==> config.mk <==
export PLATFORM = sky130hd
export DESIGN_NAME = frame_stats_acc
export DESIGN_NICKNAME = d
export VERILOG_FILES = /design/src/rtl/frame_checker_pkg.sv /design/src/rtl/frame_stats_acc.sv
export SDC_FILE = /design/constraint.sdc
export NUM_CORES = 1
export LEC_CHECK = 0
export CORE_AREA = 2 2 152 154
export CTS_CLUSTER_SIZE = 14
export DETAILED_ROUTE_END_ITERATION = 8
export DIE_AREA = 0 0 154 156
export PLACE_DENSITY = 0.6
export SYNTH_ARGS = -nofsm -noshare
export SYNTH_HDL_FRONTEND = slang
export SYNTH_SLANG_ARGS = --single-unit
==> constraint.sdc <==
create_clock -name clk -period 2.65 [get_ports clk]
set_input_delay 0.53 -clock clk [delete_from_list [all_inputs] [get_ports clk]]
set_output_delay 0.53 -clock clk [all_outputs]
set_load 0.03 [all_outputs]
==> src/rtl/frame_checker_pkg.sv <==
// Shared types and constants for the RX frame checker: header layout, per-port
// statistics and the test-frame signature.
package frame_checker_pkg;

  typedef logic [31:0] u32_t;

  localparam int ETH_HDR_BYTES   = 14;
  localparam int FRAME_HDR_BYTES = 34;

  localparam logic [15:0] ETHERTYPE_IPV4   = 16'h0800;
  localparam logic [7:0]  TEST_FRAME_TOS   = 8'h28;
  localparam logic [7:0]  TEST_FRAME_PROTO = 8'hFD;

  typedef struct packed {
    logic [3:0]  version;
    logic [3:0]  ihl;
    logic [7:0]  tos;
    logic [15:0] len;
    logic [15:0] id;
    logic [15:0] frag;
    logic [7:0]  ttl;
    logic [7:0]  proto;
    logic [15:0] checksum;
    logic [31:0] src_ip;
    logic [31:0] dst_ip;
  } ip_header_t;

  // Wire order: frame byte 0 lands in the most significant byte.
  typedef struct packed {
    logic [47:0] dst_mac;
    logic [47:0] src_mac;
    logic [15:0] ethertype;
    ip_header_t  ip_header;
  } frame_header_t;

  typedef struct packed {
    u32_t recv_frames;
    u32_t recv_bytes;
    u32_t err_frames;
    u32_t err_bytes;
  } port_result_t;

  typedef enum logic {HEAD, BODY} rx_state_e;

  function automatic logic [3:0] popcount8(input logic [7:0] v);
    logic [3:0] n;
    n = '0;
    for (int i = 0; i < 8; i++) n = n + 4'(v[i]);
    return n;
  endfunction

endpackage

==> src/rtl/frame_stats_acc.sv <==
// Per-port statistics accumulator. Commits one registered verdict per cycle;
// clear takes priority over a verdict landing in the same cycle.
module frame_stats_acc
  import frame_checker_pkg::*;
(
  input  logic         clk,
  input  logic         rst_n,
  input  logic         clear,
  input  logic         good,
  input  logic         bad,
  input  logic [13:0]  bytes,
  output port_result_t result
);

  always_ff @(posedge clk) begin
    if (!rst_n || clear) begin
      result <= '0;
    end else begin
      if (good) begin
        result.recv_frames <= result.recv_frames + 32'd1;
        result.recv_bytes  <= result.recv_bytes + 32'(bytes);
      end
      if (bad) begin
        result.err_frames <= result.err_frames + 32'd1;
        result.err_bytes  <= result.err_bytes + 32'(bytes);
      end
    end
  end

endmodule

==> results_dict.tcl <==
set metrics [dict create \
    synth-edff-count 0 \
    grtUsageTotal_pct 14.65 \
    reg_top3 "result: 128 flops" \
    critPathCaptureType "flip-flop" \
    status "finished, final reports clean" \
    yosysUniqueCellTypes 57 \
    numCtsBuffers 17 \
    yosysTopAreaCellShare_pct 38.91 \
    h-tree-depth 4 \
    antenna_left 0 \
    ir_worst_vdd_mv 0.3197 \
    timing.final.crit_share_pct 94.87 \
    worstPathMaxFanout 8 \
    num_rows 55 \
    p_sw_mw 1.127 \
    hold_end "result[31]$_SDFFE_PP0P_" \
    synth_flop_cell "dfxtp_1" \
    p_comb_share_pct 11.2 \
    synth_area_leaders "dfxtp_1, xor2_1, nor2_1, ha_1, xnor2_1" \
    synth.largest_area_cell "dfxtp_1" \
    grt_pass1_wl_um 28730 \
    dr_total_vias 6069 \
    drt_wl_total_um 17220 \
    rr_worst_depth 10 \
    worstSetupPathType "in -> reg" \
    cap_violations 0 \
    clock_latency_ps 410 \
    grt_pass1_vias 5743 \
    start_util_pct 29.44 \
    setup_viol_count_final 0 \
    crit_chain "clkdlybuf4s50_1 -> buf_4 -> ha_1 -> and3_1 -> nand2_1 -> a21oi_2 -> o21ai_1 -> buf_4 -> a211oi_1 -> xnor2_1 -> nor2_1" \
    cp_slowest_cell "clkdlybuf4s50_1" \
    syn_to_final_growth_pct 44.82 \
    p_int_mw 3.708 \
    slew_violations 0 \
    cts_tree "built" \
    hp-start "result[31]$_SDFFE_PP0P_" \
    syn_inst 764 \
    hold_class "reg -> reg" \
    drt_iter0_drc 254 \
    postCtsHoldBufs 0 \
    yosysWarningCount 0 \
    viasPerCell 4.764 \
    pin_count 147 \
    regMostFlops "result" \
    wl_met3_um 582 \
    diodes 0 \
    async_flop_share_pct 0 \
    die_w_um 154 \
    grt_antenna_before_repair 0 \
    fin_skew_ps 10.49 \
    pwr-share-seq_pct 40.8 \
    ctsLongestPathBuffers 2 \
    max_stage_delay_ps 470 \
    cts.sinks 128 \
    clock_power_share_pct 48.0 \
    dieArea_mm2 0.02402 \
    r2r-end "result[76]$_SDFFE_PP0P_" \
    rsz0062_at_grt "no" \
    syn-cell-area_mm2 0.006585 \
    grt_max_degree 47 \
    timing.fmax_mhz 397.8 \
    rrSetupSlack_ps 260 \
    grt_overflow_total 0 \
    synth_seq_area_share_pct 38.91 \
    p_leak_nw 3.608 \
    largest_reg_flops 128 \
    final.min_clock_period_ps 2514 \
    top_layer "met4" \
    drive_gt1_share_pct 12.74 \
    required_ps 2940 \
    core-area_mm2 0.02237 \
    wl_met2_um 7739 \
    fin_hold_ws_ps 479.7 \
    power_mw 4.835 \
    hold_depth 2 \
    maxSlewHeadroom_pct 72.54 \
    swShare_pct 23.31 \
    start_kind "input pin" \
    path_clk_slew_ps 60 \
    critPathMostFrequentCell "buf_4" \
    drt_first_pass_iters 6 \
    syn_nets 815 \
    hold_viol 0 \
    worst_pin_slew_ps 410.8 \
    powerDensity_mw_per_mm2 507.0 \
    hpwlAfterDp_um 12810 \
    detail_route.drc_violations 0 \
    die_h_um 156 \
    gp_congestion 0.8183 \
    cts_root_buf "clkbuf_16" \
    timing.rr.start "result[64]$_SDFFE_PP0P_" \
    synth_seq_cells 128 \
    fillers 2237 \
    syn_avg_cell_area_um2 8.619 \
    crit_arrival_ps 2810 \
    setup_tns_ps 0 \
    wl_per_cell_um 13.52 \
    met1_length_um 8629 \
    nets 1031 \
    port_buffers 146 \
]
how the worst max path moves through the flow:
stage	depth (start not counted)	startpoint	endpoint	slack [ps]
CTS	13	bytes[0]	result[28]$_SDFFE_PP0P_	20
finish	11	bytes[6]	result[95]$_SDFFE_PP0P_	140
detailed placement	11	bytes[0]	result[76]$_SDFFE_PP0P_	-580
global route	9	bytes[9]	result[31]$_SDFFE_PP0P_	10
global placement	11	bytes[0]	result[76]$_SDFFE_PP0P_	-560
floorplan	9	bytes[0]	result[76]$_SDFFE_PP0P_	60
cells in the final DEF, fill, tap and decap left out, types with 4 or more instances in the layout:
master and instances:
clkbuf_16 17, a21oi_1 35, clkdlybuf4s50_1 144, a31oi_1 4, buf_4 78, a211oi_1 11, or4_1 8, o21ai_1 10
and4_1 4, xnor2_1 41, or3_1 14, xor2_1 57, nor2_1 122, nand2_1 65, and3_1 18, ha_1 28
nand4_1 25, mux2i_1 21, nor3_1 6, nand3_1 36, dfxtp_1 128, inv_1 9, o31ai_1 4, o211ai_1 7
nor2b_1 8, o21ai_0 12, a21o_1 10, and2_1 4
area by class of cell:
type / instances / area, um^2 / area share, %
flip-flops and latches: 128 / 2562 / 26.87
clock inverters: 7 / 112.6 / 1.181
well taps: 285 / 356.6 / 3.739
multi-input cells: 599 / 3939 / 41.30
repair buffers: 225 / 2072 / 21.73
clock buffers: 21 / 460.4 / 4.828
inverters: 9 / 33.78 / 0.3542
per-stage QoR:
stage / cell area, um^2 / worst slack [ps] / cells / util (%)
floorplan: 6585 / 61.44 / 764 / -
finish: 9537 / 135.9 / 1274 / 42.64
detailed placement: 8892 / -582.2 / 1245 / 39.76
global placement: 8892 / -562.7 / 1245 / 39.76
global route: 9537 / 10.09 / 1274 / 42.64
CTS: 9494 / 23.56 / 1274 / 42.45
power groups by stage:
stage          combinational (mW)  sequential, mW  clock [mW]
3_3_place_gp                0.530            2.01           0
4_1_cts                     0.540            1.97        2.41
3_5_place_dp                0.532            2.01           0
5_1_grt                     0.598            1.97        2.50
2_1_floorplan               0.265            2.05           0
6_report                    0.542            1.97        2.32
cell usage after synthesis, types with 5 or more instances:
| cell type | instances |
|---|---|
| nor2_1 | 122 |
| o21ai_1 | 10 |
| a31oi_1 | 5 |
| xnor2_1 | 41 |
| a21o_1 | 10 |
| clkbuf_1 | 22 |
| or3_1 | 14 |
| nor2b_1 | 8 |
| nand2_1 | 65 |
| or4_1 | 8 |
| inv_1 | 9 |
| a211oi_1 | 12 |
| ha_1 | 30 |
| and3_1 | 18 |
| nor3_1 | 6 |
| xor2_1 | 57 |
| o211ai_1 | 7 |
| a21oi_1 | 36 |
| o21ai_0 | 12 |
| dfxtp_1 | 128 |
| nand4_1 | 25 |
| nand3_1 | 36 |
| mux2i_1 | 21 |
worst max-delay path: cells and delay by family:
| family | cells | cell delay [ps] |
|---|---|---|
| buffers and inverters | 3 | 830 |
| AOI/OAI and AO/OA | 3 | 620 |
| adders and majority gates | 1 | 350 |
| and+or+nand+nor | 3 | 320 |
| xor gates and xnor gates | 1 | 160 |
routing by layer:
metal  global-route usage, %  vias to the layer above
met5                       0                        -
met4                   4.628                        0
met3                   3.444                       15
met2                   23.19                       95
met1                   19.76                     2833
li1                        -                     3126
cells by family after synthesis:
kind of cell / Yosys count / share of synthesized area (%)
XOR/XNOR: 98 / 13.03
flip-flops: 128 / 38.91
adder cells (fa/ha/maj): 32 / 6.308
multiplexers: 21 / 3.192
AND/OR/NAND/NOR: 330 / 24.80
buffers and inverters: 37 / 2.280
AO/OA/AOI/OAI: 118 / 11.48
timing repair:
| item | CTS | global route |
|---|---|---|
| endpoints found under the setup margin | 14 | 41 |
| resized for setup | 6 | 8 |
| cloned | 0 | 0 |
| hold endpoints to repair | 0 | 0 |
| setup buffers | 1 | 0 |
| pin swaps | 3 | 3 |
(Power assumes the default switching activity.)
